File: config.mk
export PLATFORM = sky130hd
export DESIGN_NAME = four_bit_threshold_monitor
export DESIGN_NICKNAME = d
export VERILOG_FILES = /design/src/rtl/four_bit_threshold_monitor.sv
export SDC_FILE = /design/constraint.sdc
export NUM_CORES = 1
export LEC_CHECK = 0
export ABC_CLOCK_PERIOD_IN_PS = 2000
export BUFFER_PORTS_ARGS = -buffer_cell sky130_fd_sc_hd__buf_2
export CAP_MARGIN = 10
export CELL_PAD_IN_SITES_DETAIL_PLACEMENT = 0
export CELL_PAD_IN_SITES_GLOBAL_PLACEMENT = 2
export CORE_UTILIZATION = 27
export DETAILED_ROUTE_END_ITERATION = 10
export PLACE_DENSITY_LB_ADDON = 0.1
export SETUP_SLACK_MARGIN = 0.3
export SLEW_MARGIN = 20
export SYNTH_ARGS = -nofsm -noshare
export SYNTH_HDL_FRONTEND = slang
export SYNTH_SLANG_ARGS = --single-unit
File: constraint.sdc
create_clock -name clk -period 2 [get_ports clk]
set_input_delay 0.4 -clock clk [delete_from_list [all_inputs] [get_ports clk]]
set_output_delay 0.4 -clock clk [all_outputs]
set_load 0.01 [all_outputs]
File: src/rtl/four_bit_threshold_monitor.sv
// Alarm hysteresis on a stream of comparator results: TRIP_COUNT consecutive "gr"
// results raise the alarm, CLEAR_COUNT consecutive "lt" results drop it.
module four_bit_threshold_monitor #(
    parameter int TRIP_COUNT  = 3,
    parameter int CLEAR_COUNT = 2
) (
    input  logic       clk,
    input  logic       rst,
    input  logic       cmp_valid,
    input  logic       cmp_eq,
    input  logic       cmp_gr,
    input  logic       cmp_lt,
    input  logic       clr_stats,
    output logic       alarm,
    output logic [1:0] state,
    output logic [3:0] run_cnt,
    output logic [7:0] trip_total,
    output logic       err
);

    typedef enum logic [1:0] {
        NORMAL       = 2'b00,
        PENDING_TRIP = 2'b01,
        ALARM        = 2'b10,
        PENDING_CLR  = 2'b11
    } state_t;

    localparam logic [4:0] TRIP_N = 5'(TRIP_COUNT);
    localparam logic [4:0] CLR_N  = 5'(CLEAR_COUNT);

    state_t     state_q, state_d;
    logic [3:0] run_q, run_d;
    logic [7:0] trip_q, trip_d;
    logic       err_q, err_d;
    logic       alarm_q, alarm_d;

    logic       one_hot;
    logic       accept;
    logic       illegal;
    logic       enter_alarm;
    logic [4:0] run_inc;

    // Exactly one of the three comparator flags is high.
    assign one_hot = (cmp_eq ^ cmp_gr ^ cmp_lt) & ~(cmp_eq & cmp_gr & cmp_lt);
    assign accept  = cmp_valid & one_hot;
    assign illegal = cmp_valid & ~one_hot;
    assign run_inc = {1'b0, run_q} + 5'd1;

    always_comb begin
        state_d     = state_q;
        run_d       = run_q;
        enter_alarm = 1'b0;
        if (accept) begin
            unique case (state_q)
                NORMAL: begin
                    run_d = '0;
                    if (cmp_gr) begin
                        if (TRIP_COUNT == 1) begin
                            state_d     = ALARM;
                            enter_alarm = 1'b1;
                        end else begin
                            state_d = PENDING_TRIP;
                            run_d   = 4'd1;
                        end
                    end
                end
                PENDING_TRIP: begin
                    if (cmp_gr) begin
                        if (run_inc == TRIP_N) begin
                            state_d     = ALARM;
                            run_d       = '0;
                            enter_alarm = 1'b1;
                        end else begin
                            run_d = run_inc[3:0];
                        end
                    end else begin
                        state_d = NORMAL;
                        run_d   = '0;
                    end
                end
                ALARM: begin
                    run_d = '0;
                    if (cmp_lt) begin
                        if (CLEAR_COUNT == 1) begin
                            state_d = NORMAL;
                        end else begin
                            state_d = PENDING_CLR;
                            run_d   = 4'd1;
                        end
                    end
                end
                PENDING_CLR: begin
                    if (cmp_lt) begin
                        if (run_inc == CLR_N) begin
                            state_d = NORMAL;
                            run_d   = '0;
                        end else begin
                            run_d = run_inc[3:0];
                        end
                    end else begin
                        state_d = ALARM;
                        run_d   = '0;
                    end
                end
            endcase
        end

        // Statistics clear takes priority over a coincident trip or error.
        if (clr_stats) begin
            trip_d = '0;
            err_d  = 1'b0;
        end else begin
            trip_d = (enter_alarm && trip_q != '1) ? trip_q + 8'd1 : trip_q;
            err_d  = err_q | illegal;
        end

        alarm_d = (state_d == ALARM) || (state_d == PENDING_CLR);
    end

    always_ff @(posedge clk) begin
        if (rst) begin
            state_q <= NORMAL;
            run_q   <= '0;
            trip_q  <= '0;
            err_q   <= 1'b0;
            alarm_q <= 1'b0;
        end else begin
            state_q <= state_d;
            run_q   <= run_d;
            trip_q  <= trip_d;
            err_q   <= err_d;
            alarm_q <= alarm_d;
        end
    end

    assign alarm      = alarm_q;
    assign state      = state_q;
    assign run_cnt    = run_q;
    assign trip_total = trip_q;
    assign err        = err_q;

endmodule

==> results_tabular.tex, run 1 <==
\begin{tabular}{lr}
\hline
Metric & Value \\
\hline
\multicolumn{2}{l}{\textbf{Place}} \\
\quad Worst slack at placement & about 0.0046 ns \\
\quad Gpl congestion & $\sim$0.73 \\
\quad Count of input and output buffers & 22 \\
\quad Placed standard-cell area & 0.00114 mm² \\
\quad HPWL after DPL & $\sim$1.7 mm \\
\multicolumn{2}{l}{\textbf{Global route}} \\
\quad Number of antenna violations at the first check in global routing & 0 \\
\quad Pin count of the biggest net entering global routing & 11 \\
\quad Wire length of the first global-routing pass & between 4 and 5 mm \\
\quad Via count of the first global-routing pass & 900 \\
\quad Overall Global Routing Usage & 15.0\% \\
\quad Gr ovfl total & 0 \\
\multicolumn{2}{l}{\textbf{Yosys}} \\
\quad Share of the synthesized area in the top cell type & about a third \\
\quad Distinct cells, synth & 39 \\
\quad Count of state elements after synthesis & 16 \\
\quad Gate Count Post-Synth & 109 \\
\quad Count of flip-flops with a built-in enable after synthesis & 0 \\
\quad Synthesized cell area & around 960 µm² \\
\quad Mean instance size in the synthesized netlist & roughly 9 µm² \\
\quad Synth Area in XOR/XNOR & 0\% \\
\quad Cell type with the largest total area after synthesis & sky130\_fd\_sc\_hd\_\_dfxtp\_1 \\
\quad Count of warnings emitted by yosys & 0 \\
\quad Synthesized netlist net count & about 120 \\
\quad Multiplexer area fraction after synthesis & $\sim$1.2\% \\
\quad Leading post-synthesis cells by cell area & sky130\_fd\_sc\_hd\_\_dfxtp\_1 34\%, sky130\_fd\_sc\_hd\_\_a21oi\_1 6.8\%, sky130\_fd\_sc\_hd\_\_ha\_1 6.5\% \\
\quad Main combinational cell family by area after synthesis & simple AND/OR/NAND/NOR gates \\
\quad Dominant synthesized flop cell & sky130\_fd\_sc\_hd\_\_dfxtp\_1 \\
\quad Post-synth ARST share & 0\% \\
\quad Register area share after synthesis & around 34\% \\
\quad Arithmetic-cell share of the synthesized area counting full adders, half adders and majority gates & 6.54\% \\
\quad Count leader, synth & sky130\_fd\_sc\_hd\_\_dfxtp\_1 \\
\quad Top cells by count, synth & 16 x sky130\_fd\_sc\_hd\_\_dfxtp\_1, 13 x sky130\_fd\_sc\_hd\_\_a21oi\_1, 10 x sky130\_fd\_sc\_hd\_\_nand2\_1 \\
\quad Fraction of the mapped netlist area in compound gates & a little over a fifth \\
\quad Synth Area in Simple Gates & roughly a third \\
\multicolumn{2}{l}{\textbf{Worst setup path}} \\
\quad Worst-case reg-to-reg path depth & 6 \\
\quad Worst setup path class & reg -> reg \\
\quad WP data arrival & 1.98 ns \\
\quad Required time of the critical path & approximately 2.2 ns \\
\quad CP Launch Point & trip\_total[1] \\
\quad Startpoint of the most critical register-to-register path & trip\_total[1] \\
\quad Kind of end point of the critical path & flop \\
\quad Critical-path maximum fanout & 5 \\
\quad Startpoint type of the worst setup path & flop \\
\multicolumn{2}{l}{\textbf{Clocking}} \\
\quad Clock H-tree levels & 1 \\
\quad Clock Sink Count & 16 \\
\quad Clock tree from TritonCTS & built \\
\quad Maximum number of buffers from clock root to sink & 2 \\
\quad Clock insertion delay at the later pin of the skew report & about 0.29 ns \\
\quad Clock transition at path regs & $\sim$0.11 ns \\
\quad TritonCTS Buffers & 3 \\
\quad Master cell of the clock root buffer & sky130\_fd\_sc\_hd\_\_clkbuf\_4 \\
\quad Post-cts hold buffer count & 0 \\
\multicolumn{2}{l}{\textbf{STA}} \\
\quad Ratio of final minimum period to clock period & between 80\% and 90\% \\
\quad Post-route clock skew & roughly 0.0011 ns \\
\quad Total Negative Setup Slacks & 0 ns \\
\quad Final-report max-slew violation count & 0 \\
\quad Top achievable clock speed & $\sim$570 MHz \\
\quad RSZ-0062 raised after global routing & true \\
\quad Post-route worst setup slack & $\sim$0.26 ns \\
\quad Transition time at the pin with the least slew margin & $\sim$0.56 ns \\
\quad Fin. Hold Viols & 0 \\
\quad Number of setup violations in the final report & 0 \\
\quad Worst relative slew slack & 62.5\% \\
\quad Minimum period implied by the final worst setup slack & 1.74 ns \\
\multicolumn{2}{l}{\textbf{Min path}} \\
\quad Hold/Removal Path Class & in -> reg \\
\quad Worst Hold Path Cells & 3 \\
\quad Hold path startpoint & cmp\_valid \\
\multicolumn{2}{l}{\textbf{Finish}} \\
\quad Net count reported at finish & between 150 and 200 \\
\quad Total of fill cells in the finished design & approximately 370 \\
\quad Area Overhead vs Synth & 45.5\% \\
\quad Core Util, Final & about two fifths \\
\quad Fraction of layout cells with a size suffix above 1 & 50.3\% \\
\quad Inserted Diodes & 0 \\
\quad Final non-filler cell area & between 0.001 and 0.0015 mm² \\
\multicolumn{2}{l}{\textbf{Flow run}} \\
\quad Maximum Capacitance Violations & 0 \\
\multicolumn{2}{l}{\textbf{Die}} \\
\quad Horizontal extent of the die & a little over 60 µm \\
\quad Core Rows & 21 \\
\quad Die footprint & around 0.0038 mm² \\
\quad Core area & between 0.003 and 0.004 mm² \\
\quad \# IOs & 23 \\
\quad Height of the chip & 61.5 µm \\
\quad Starting Density & between 20\% and 30\% \\
\multicolumn{2}{l}{\textbf{Outcome}} \\
\quad Status & completed \\
\multicolumn{2}{l}{\textbf{Detailed routing}} \\
\quad Detailed-route DRC error count & 0 \\
\quad Wirelength per Cell & around 13 µm \\
\quad Post-DRT Antenna Nets & 0 \\
\quad Average via count per standard cell & 4.97 \\
\quad Number of design-rule violations left by the first detailed-router iteration & 40 \\
\quad Number of search-and-repair iterations in the first detailed-routing pass & 4 \\
\quad Number of vias in the routed layout & 969 \\
\quad Drt total wl & between 2 and 3 mm \\
\multicolumn{2}{l}{\textbf{Power}} \\
\quad Power density cells & about 460 mW/mm² \\
\quad Static power due to leakage & between 0.5 and 0.6 nW \\
\quad Total design power & about 0.00063 W \\
\quad Worst vdd rail ir drop & 259 µV \\
\hline
\end{tabular}
==> logic make-up (layout without fill, tap and decap cells) <==
kind of cell | after synthesis | after routing
and+or+nand+nor | 48 | 49
buffers and inverters | 7 | 46
AOI/OAI and AO/OA | 32 | 32
adders and majority gates | 5 | 5
muxes | 1 | 1
DFF | 16 | 16
==> layout by cell type, fill, tap and decap left out, types with 3 or more instances in the layout <==
master / n
sky130_fd_sc_hd__buf_4: 16
sky130_fd_sc_hd__dfxtp_1: 11
sky130_fd_sc_hd__dfxtp_2: 3
sky130_fd_sc_hd__clkbuf_4: 3
sky130_fd_sc_hd__inv_1: 3
sky130_fd_sc_hd__ha_4: 3
sky130_fd_sc_hd__nand2_1: 10
sky130_fd_sc_hd__nor2_1: 8
sky130_fd_sc_hd__nand3_1: 3
sky130_fd_sc_hd__o21ai_0: 6
sky130_fd_sc_hd__nand3b_1: 3
sky130_fd_sc_hd__buf_2: 22
sky130_fd_sc_hd__a21oi_1: 11
==> flip-flops by register name (all words and copies together) (netlist names) <==
name        count
alarm           1
state           2
err             1
run_cnt         4
trip_total      8
==> where the power goes <==
group,switching [W],total [W],leakage [nW],internal (W)
Sequential,0.00000608,0.000327,0.132,0.000321
Clock,0.000116,0.000227,0.0210,0.000111
Combinational,0.0000437,0.0000806,0.368,0.0000369
Total,0.000166,0.000635,0.522,0.000469
==> layout make-up <==
| class | count | area (µm²) | share of cell area, % |
|---|---|---|---|
| inverter | 3 | 11.3 | 0.809 |
| sequential | 16 | 332 | 23.8 |
| tap | 46 | 57.6 | 4.14 |
| timing repair buffer | 39 | 241 | 17.4 |
| multi-input combinational | 87 | 713 | 51.3 |
| clock buffer | 4 | 36.3 | 2.61 |
==> layer usage <==
layer | share of wire (%) | up-vias | GRT usage (%) | wire, µm
li1 | - | 493 | - | -
met1 | 46 | 456 | 18.0 | 1220
met2 | 50 | 16 | 26.3 | 1300
met3 | 2.8 | 4 | 3.78 | 74
met4 | 1.1 | 0 | 4.44 | 28
met5 | 0 | - | 0 | 0
==> what timing repair did <==
| action | in CTS | in global routing |
|---|---|---|
| setup endpoints to repair | 8 | 9 |
| gates resized for setup | 8 | 14 |
| pin swaps | 7 | 5 |
| buffers inserted | 10 | 4 |
| cloned | 1 | 0 |
| endpoints found under the hold margin | 0 | 0 |
==> worst max-delay path, stage by stage (launching register included) <==
cell and delay [ns]:
sky130_fd_sc_hd__dfxtp_2 0.36, sky130_fd_sc_hd__ha_4 0.16, sky130_fd_sc_hd__and2_4 0.17, sky130_fd_sc_hd__and4_4 0.18, sky130_fd_sc_hd__or3_4 0.33, sky130_fd_sc_hd__or3_4 0.37, sky130_fd_sc_hd__a21oi_2 0.12
==> final timing paths <==
kind	endpoint	slack, ns
setup / recovery	trip_total[5]	0.26
hold / removal	err	0.37
setup reg to reg	trip_total[5]	0.26
hold reg to reg	err	0.48
==> per-stage QoR <==
step,hold slack (ns),cells
CTS,0.364,191
floorplan,0.494,109
detailed placement,0.468,176
finish,0.371,195
global route,0.399,195
global placement,0.453,176
Power figures use the tool's default switching activity.
==> run 2: changes to the inputs <==
==> constraint.sdc (replaced) <==
create_clock -name clk -period 2 [get_ports clk]
set_input_delay 0.4 -clock clk [delete_from_list [all_inputs] [get_ports clk]]
set_output_delay 0.4 -clock clk [all_outputs]
set_load 0.005 [all_outputs]
==> results_tabular.tex, run 2 (synthesized netlist as in run 1, its figures left out) <==
\begin{tabular}{lr}
\hline
Metric & Value \\
\hline
\multicolumn{2}{l}{\textbf{Worst setup path}} \\
\quad Startpoint type of the worst setup path & flop (unchanged) \\
\quad Slowest cell on crit path & sky130\_fd\_sc\_hd\_\_or4\_1 (was sky130\_fd\_sc\_hd\_\_or3\_4) \\
\quad Worst setup path class & reg -> reg (unchanged) \\
\quad Worst-case reg-to-reg path depth & 6 (unchanged) \\
\quad Kind of end point of the critical path & flop (unchanged) \\
\quad Stages on the worst setup path & 6 (unchanged) \\
\quad WP data arrival & 1.93 ns (was 1.98 ns) \\
\quad Total buffers and inverters traversed by the critical path & 0 (unchanged) \\
\quad Required time of the critical path & 2.23 ns (was 2.24 ns) \\
\quad Cell family with most CP delay & simple AND/OR/NAND/NOR gates (unchanged) \\
\quad Biggest cell delay along the critical path & 0.48 ns (was 0.37 ns) \\
\quad Critical-path maximum fanout & 5 (unchanged) \\
\quad List of cells traversed by the critical path & ha\_4 > a21boi\_2 > a21o\_2 > nand4\_4 > or4\_1 > a21oi\_1 (was ha\_4 > and2\_4 > and4\_4 > or3\_4 > or3\_4 > a21oi\_2) \\
\multicolumn{2}{l}{\textbf{STA}} \\
\quad Worst relative slew slack & 61.6\% (was 62.5\%) \\
\quad Transition time at the pin with the least slew margin & 0.569 ns (was 0.556 ns) \\
\quad Total Negative Setup Slacks & 0 ns (unchanged) \\
\quad Minimum period implied by the final worst setup slack & 1.70 ns (was 1.74 ns) \\
\quad Fin. Hold Viols & 0 (unchanged) \\
\quad Number of setup violations in the final report & 0 (unchanged) \\
\quad Post-route clock skew & 0.00599 ns (was 0.00111 ns) \\
\quad Top achievable clock speed & 588 MHz (was 574 MHz) \\
\quad Ratio of final minimum period to clock period & 85.1\% (was 87.2\%) \\
\quad Final-report max-slew violation count & 0 (unchanged) \\
\quad RSZ-0062 raised after global routing & true (unchanged) \\
\multicolumn{2}{l}{\textbf{Outcome}} \\
\quad Status & completed (unchanged) \\
\multicolumn{2}{l}{\textbf{Power}} \\
\quad Internal cell power & 0.000471 W (was 0.000469 W) \\
\quad Power share of the clock group & 35.3\% (was 35.8\%) \\
\quad Combinational group share of total power & 12.6\% (was 12.7\%) \\
\quad Static power due to leakage & 0.504 nW (was 0.522 nW) \\
\quad Power density cells & 491 mW/mm² (was 456 mW/mm²) \\
\quad Worst vdd rail ir drop & 189 µV (was 259 µV) \\
\quad Register share of total power & 52.0\% (was 51.5\%) \\
\quad Proportion of total power due to net switching & 25.5\% (was 26.2\%) \\
\quad Sw power & 0.000161 W (was 0.000166 W) \\
\multicolumn{2}{l}{\textbf{Finish}} \\
\quad Area Overhead vs Synth & 34.7\% (was 45.5\%) \\
\quad Most common cell after layout, fill and taps aside & sky130\_fd\_sc\_hd\_\_buf\_2 (unchanged) \\
\quad Post-layout instance count excluding filler cells & 190 (was 195) \\
\quad Inserted Diodes & 0 (unchanged) \\
\quad Net count reported at finish & 157 (was 162) \\
\quad Fraction of layout cells with a size suffix above 1 & 44.4\% (was 50.3\%) \\
\quad Most used cells in the layout excluding fill and tap cells & 22 x sky130\_fd\_sc\_hd\_\_buf\_2, 12 x sky130\_fd\_sc\_hd\_\_a21oi\_1, 12 x sky130\_fd\_sc\_hd\_\_dfxtp\_1 (was 22 x sky130\_fd\_sc\_hd\_\_buf\_2, 16 x sky130\_fd\_sc\_hd\_\_buf\_4, 11 x sky130\_fd\_sc\_hd\_\_a21oi\_1, 11 x sky130\_fd\_sc\_hd\_\_dfxtp\_1, 10 x sky130\_fd\_sc\_hd\_\_nand2\_1) \\
\quad Flip-flop count of the largest register, all copies and words added & 8 (unchanged) \\
\multicolumn{2}{l}{\textbf{Global route}} \\
\quad Via count of the first global-routing pass & 893 (was 900) \\
\quad Wire length of the first global-routing pass & 4.22 mm (was 4.13 mm) \\
\quad Global route hottest layer & met2 (unchanged) \\
\quad Number of antenna violations at the first check in global routing & 0 (unchanged) \\
\quad Gr ovfl total & 0 (unchanged) \\
\quad Met3 capacity usage during global routing & 3.15\% (was 3.78\%) \\
\quad Overall Global Routing Usage & 15.5\% (was 15.0\%) \\
\quad Grt met2 use & 26.3\% (unchanged) \\
\quad Pin count of the biggest net entering global routing & 11 (unchanged) \\
\quad GRT met1 Usage & 18.9\% (was 18.0\%) \\
\multicolumn{2}{l}{\textbf{Detailed routing}} \\
\quad Drt total wl & 2.58 mm (was 2.63 mm) \\
\quad Number of design-rule violations left by the first detailed-router iteration & 22 (was 40) \\
\quad Detailed-route DRC error count & 0 (unchanged) \\
\quad Wirelength per Cell & 13.6 µm (was 13.5 µm) \\
\quad Number of search-and-repair iterations in the first detailed-routing pass & 4 (unchanged) \\
\quad Average via count per standard cell & 4.92 (was 4.97) \\
\quad Number of vias in the routed layout & 934 (was 969) \\
\quad Post-DRT Antenna Nets & 0 (unchanged) \\
\multicolumn{2}{l}{\textbf{Place}} \\
\quad Number of placed instances, taps included & 178 (was 176) \\
\quad Count of input and output buffers & 22 (unchanged) \\
\quad Gpl congestion & 0.744 (was 0.730) \\
\quad HPWL after DPL & 1.81 mm (was 1.72 mm) \\
\multicolumn{2}{l}{\textbf{Die}} \\
\quad Core area & 0.00336 mm² (unchanged) \\
\quad Die footprint & 0.00378 mm² (unchanged) \\
\quad Core Rows & 21 (unchanged) \\
\quad Horizontal extent of the die & 61.5 µm (unchanged) \\
\quad \# IOs & 23 (unchanged) \\
\quad Starting Density & 28.4\% (unchanged) \\
\quad Height of the chip & 61.5 µm (unchanged) \\
\multicolumn{2}{l}{\textbf{Flow run}} \\
\quad Maximum Capacitance Violations & 0 (unchanged) \\
\multicolumn{2}{l}{\textbf{Clocking}} \\
\quad Maximum number of buffers from clock root to sink & 2 (unchanged) \\
\quad Clock tree from TritonCTS & built (unchanged) \\
\quad Master cell of the clock root buffer & sky130\_fd\_sc\_hd\_\_clkbuf\_4 (unchanged) \\
\quad TritonCTS Buffers & 3 (unchanged) \\
\quad Clock insertion delay at the later pin of the skew report & 0.29 ns (about the same) \\
\quad Clock transition at path regs & 0.10 ns (was 0.11 ns) \\
\quad Clock H-tree levels & 1 (unchanged) \\
\quad Clock Sink Count & 16 (unchanged) \\
\multicolumn{2}{l}{\textbf{Min path}} \\
\quad Hold/Removal Path Class & in -> reg (unchanged) \\
\quad Worst Hold Path Cells & 3 (unchanged) \\
\hline
\end{tabular}
==> run 2: cell count changes in the layout (fill, tap and decap cells not counted), sizes merged <==
cell and delta:
buf -5
==> run 2: metrics by stage <==
stage	hold WS (ns)	cell area [µm²]	util [%]	power [W]	setup slack (ns)
floorplan	0.460	981	-	0.000381	0.236
detailed placement	0.457	1150	34.2	0.000407	-0.00440
finish	0.372	1290	38.3	0.000632	0.299
global route	0.376	1290	38.3	0.000667	0.230
CTS	0.364	1240	36.9	0.000642	0.265
global placement	0.454	1150	34.2	0.000407	0.0341
==> run 2: worst reg2reg max path, cell delays in order, from the launching register on <==
cell and delay [ns]:
sky130_fd_sc_hd__dfxtp_2 0.38, sky130_fd_sc_hd__ha_4 0.15, sky130_fd_sc_hd__a21boi_2 0.14, sky130_fd_sc_hd__a21o_2 0.21, sky130_fd_sc_hd__nand4_4 0.14, sky130_fd_sc_hd__or4_1 0.49
sky130_fd_sc_hd__a21oi_1 0.13
==> run 2: area by class of cell <==
cell class	instances	area, µm²
Fill cell	386	2080
Multi-Input combinational cell	87	653
Sequential cell	16	325
Timing Repair Buffer	34	204
Tap cell	46	57.6
Clock buffer	4	36.3
Inverter	3	11.3
==> run 2: power groups by stage <==
stage          Combinational, W  Clock (W)  Sequential (W)
2_1_floorplan         0.0000477          0        0.000333
3_3_place_gp          0.0000714          0        0.000336
3_5_place_dp          0.0000717          0        0.000335
4_1_cts               0.0000743   0.000240        0.000328
5_1_grt               0.0000882   0.000249        0.000330
6_report              0.0000798   0.000223        0.000329
==> run 2: final timing paths <==
kind | startpoint | end | slack (ns)
max reg2reg | run_cnt[0] | trip_total[7] | 0.30
min | cmp_valid | err | 0.37
max | run_cnt[0] | trip_total[7] | 0.30
min reg2reg | err | err | 0.48
==> run 2: timing repair <==
| action | 4_1_cts | 5_1_grt |
|---|---|---|
| setup buffers | 4 | 3 |
| gates cloned | 1 | 0 |
| resized for setup | 5 | 8 |
| hold buffers | 0 | 0 |
| endpoints found under the setup margin | 7 | 11 |
| pin swaps | 3 | 2 |
==> run 2: routing by layer <==
layer	part of all wire [%]	vias up
met5	0	-
met4	1.3	0
met3	2.6	4
met2	49	13
met1	47	438
li1	-	479
==> run 3: changes to the inputs <==
Settings changed: GPL_TIMING_DRIVEN from default to 0.
==> results_tabular.tex, run 3 (synthesized netlist as in run 1, its figures left out) <==
\begin{tabular}{lr}
\hline
Metric & Value \\
\hline
\multicolumn{2}{l}{\textbf{Detailed routing}} \\
\quad Detailed-route DRC error count & 0 (unchanged) \\
\quad Average via count per standard cell & 4.99 (was 4.92) \\
\quad Highest routing layer actually used & met4 (unchanged) \\
\quad Number of design-rule violations left by the first detailed-router iteration & 33 (was 22) \\
\quad Number of search-and-repair iterations in the first detailed-routing pass & 4 (unchanged) \\
\quad Routed length on met2 & 1.26 mm (was 1.27 mm) \\
\quad Post-DRT Antenna Nets & 0 (unchanged) \\
\quad Wirelength per Cell & 12.9 µm (was 13.6 µm) \\
\quad Drt total wl & 2.44 mm (was 2.58 mm) \\
\quad Routed wl met3 & 59 µm (was 68 µm) \\
\quad Wire length on met1 & 1.09 mm (was 1.20 mm) \\
\quad Number of vias in the routed layout & 943 (was 934) \\
\multicolumn{2}{l}{\textbf{Worst setup path}} \\
\quad Required time of the critical path & 2.22 ns (was 2.23 ns) \\
\quad Critical-path maximum fanout & 5 (unchanged) \\
\quad Startpoint type of the worst setup path & flop (unchanged) \\
\quad Slowest cell on crit path & sky130\_fd\_sc\_hd\_\_or3\_4 (was sky130\_fd\_sc\_hd\_\_or4\_1) \\
\quad Kind of end point of the critical path & flop (unchanged) \\
\quad List of cells traversed by the critical path & ha\_2 > and2\_4 > and4\_4 > or3\_4 > or3\_4 > a21oi\_2 (was ha\_4 > a21boi\_2 > a21o\_2 > nand4\_4 > or4\_1 > a21oi\_1) \\
\quad Most numerous cell on the critical path & sky130\_fd\_sc\_hd\_\_or3\_4 \\
\quad Biggest cell delay along the critical path & 0.37 ns (was 0.48 ns) \\
\quad Worst setup path class & reg -> reg (unchanged) \\
\quad Setup slack of the most critical reg-to-reg path & 0.27 ns (was 0.30 ns) \\
\quad WP data arrival & 1.96 ns (was 1.93 ns) \\
\multicolumn{2}{l}{\textbf{Finish}} \\
\quad Flip-flop count of the largest register, all copies and words added & 8 (unchanged) \\
\quad Most common cell after layout, fill and taps aside & sky130\_fd\_sc\_hd\_\_buf\_2 (unchanged) \\
\quad Inserted Diodes & 0 (unchanged) \\
\quad Area Overhead vs Synth & 37.7\% (was 34.7\%) \\
\quad Storage cell area & 330 µm² (was 325 µm²) \\
\quad Net count reported at finish & 157 (unchanged) \\
\quad Total of fill cells in the finished design & 377 (was 386) \\
\quad Fraction of layout cells with a size suffix above 1 & 46.9\% (was 44.4\%) \\
\quad Most used cells in the layout excluding fill and tap cells & 21 x sky130\_fd\_sc\_hd\_\_buf\_2, 12 x sky130\_fd\_sc\_hd\_\_dfxtp\_1, 11 x sky130\_fd\_sc\_hd\_\_a21oi\_1 (was 22 x sky130\_fd\_sc\_hd\_\_buf\_2, 12 x sky130\_fd\_sc\_hd\_\_a21oi\_1, 12 x sky130\_fd\_sc\_hd\_\_dfxtp\_1) \\
\quad Multi-input gate area & 674 µm² (was 653 µm²) \\
\multicolumn{2}{l}{\textbf{Power}} \\
\quad Sw power & 0.000152 W (was 0.000161 W) \\
\quad Internal cell power & 0.000428 W (was 0.000471 W) \\
\quad Power share of the clock group & 29.9\% (was 35.3\%) \\
\quad Power density cells & 441 mW/mm² (was 491 mW/mm²) \\
\quad Combinational group share of total power & 14.4\% (was 12.6\%) \\
\quad Static power due to leakage & 0.495 nW (was 0.504 nW) \\
\quad Proportion of total power due to net switching & 26.2\% (was 25.5\%) \\
\quad Register share of total power & 55.6\% (was 52.0\%) \\
\quad Worst vdd rail ir drop & 159 µV (was 189 µV) \\
\multicolumn{2}{l}{\textbf{Die}} \\
\quad Die footprint & 0.00378 mm² (unchanged) \\
\quad Starting Density & 28.4\% (unchanged) \\
\quad \# IOs & 23 (unchanged) \\
\quad Horizontal extent of the die & 61.5 µm (unchanged) \\
\quad Height of the chip & 61.5 µm (unchanged) \\
\quad Core Rows & 21 (unchanged) \\
\quad Core area & 0.00336 mm² (unchanged) \\
\multicolumn{2}{l}{\textbf{Clocking}} \\
\quad Clock insertion delay at the later pin of the skew report & 0.28 ns (was 0.29 ns) \\
\quad Maximum number of buffers from clock root to sink & 2 (unchanged) \\
\quad Clock tree from TritonCTS & built (unchanged) \\
\quad Master cell of the clock root buffer & sky130\_fd\_sc\_hd\_\_clkbuf\_4 (unchanged) \\
\quad Clock transition at path regs & 0.10 ns (about the same) \\
\quad Clock H-tree levels & 1 (unchanged) \\
\quad Clock Sink Count & 16 (unchanged) \\
\quad TritonCTS Buffers & 3 (unchanged) \\
\multicolumn{2}{l}{\textbf{STA}} \\
\quad Fin. Hold Viols & 0 (unchanged) \\
\quad Transition time at the pin with the least slew margin & 0.565 ns (was 0.569 ns) \\
\quad Number of setup violations in the final report & 0 (unchanged) \\
\quad Minimum period implied by the final worst setup slack & 1.73 ns (was 1.70 ns) \\
\quad Total Negative Setup Slacks & 0 ns (unchanged) \\
\quad Post-route clock skew & 0.00783 ns (was 0.00599 ns) \\
\quad Top achievable clock speed & 577 MHz (was 588 MHz) \\
\quad RSZ-0062 raised after global routing & true (unchanged) \\
\quad Final-report max-slew violation count & 0 (unchanged) \\
\quad Post-route worst hold slack & 0.377 ns (was 0.372 ns) \\
\quad Ratio of final minimum period to clock period & 86.7\% (was 85.1\%) \\
\quad Worst relative slew slack & 61.9\% (was 61.6\%) \\
\multicolumn{2}{l}{\textbf{Global route}} \\
\quad Overall Global Routing Usage & 14.4\% (was 15.5\%) \\
\quad Wire length of the first global-routing pass & 3.96 mm (was 4.22 mm) \\
\quad Number of antenna violations at the first check in global routing & 0 (unchanged) \\
\quad Pin count of the biggest net entering global routing & 11 (unchanged) \\
\quad Gr ovfl total & 0 (unchanged) \\
\quad Via count of the first global-routing pass & 851 (was 893) \\
\multicolumn{2}{l}{\textbf{Min path}} \\
\quad Hold/Removal Path Class & in -> reg (unchanged) \\
\multicolumn{2}{l}{\textbf{Outcome}} \\
\quad Status & completed (unchanged) \\
\multicolumn{2}{l}{\textbf{Flow run}} \\
\quad Maximum Capacitance Violations & 0 (unchanged) \\
\multicolumn{2}{l}{\textbf{Place}} \\
\quad HPWL after DPL & 1.74 mm (was 1.81 mm) \\
\quad Gpl congestion & 0.701 (was 0.744) \\
\quad Count of input and output buffers & 21 (was 22) \\
\hline
\end{tabular}
-- run 3: path summary, 6_finish.rpt --
kind / startpoint / to / cells past startpoint
hold / removal: cmp_valid / err / 3
hold reg to reg: err / err / 2
setup reg to reg: trip_total[0] / trip_total[5] / 6
setup / recovery: trip_total[0] / trip_total[5] / 6
-- run 3: layout make-up --
cell class | instances | share of cell area [%]
plain buffers | 4 | 2.76
inverters | 3 | 0.856
multi-input cells | 86 | 51.2
well taps | 46 | 4.37
clock buffers | 3 | 1.71
repair buffers | 31 | 14.0
flip-flops and latches | 16 | 25.1
-- run 3: per-layer routing --
layer / global-route usage (%) / vias up
li1: - / 477
met1: 17.7 / 453
met2: 24.7 / 11
met3: 2.73 / 2
met4: 5.71 / 0
met5: 0 / -
-- run 3: worst max-delay path, delay by kind of cell, from the launching register on --
| family | cells | cell delay, ns |
|---|---|---|
| AO/OA/AOI/OAI | 1 | 0.11 |
| adder cells (fa/ha/maj) | 1 | 0.18 |
| flip-flops | 1 | 0.34 |
| AND/OR/NAND/NOR | 4 | 1.04 |
-- run 3: what timing repair did --
item / 4_1_cts / 5_1_grt
pin swaps: 4 / 8
gates cloned: 0 / 0
setup buffers: 6 / 4
hold buffers: 0 / 0
endpoints found under the setup margin: 9 / 11
gates resized for setup: 9 / 13
-- run 3: power by group through the flow --
stage,registers (W),logic [W],clock network (W)
5_1_grt,0.000324,0.0000924,0.000207
2_1_floorplan,0.000333,0.0000477,0
3_3_place_gp,0.000333,0.0000715,0
4_1_cts,0.000322,0.0000784,0.000188
6_report,0.000323,0.0000837,0.000174
3_5_place_dp,0.000333,0.0000717,0
-- run 3: stage by stage --
step	util [%]	cell area [µm²]	total power [W]	instances	worst slack (ns)
2_1_floorplan	-	981	0.000381	109	0.236
3_3_place_gp	34.0	1140	0.000405	176	-0.0231
5_1_grt	39.1	1320	0.000624	189	0.220
4_1_cts	36.6	1230	0.000588	185	0.303
3_5_place_dp	34.0	1140	0.000405	176	-0.0150
6_report	39.1	1320	0.000581	189	0.266
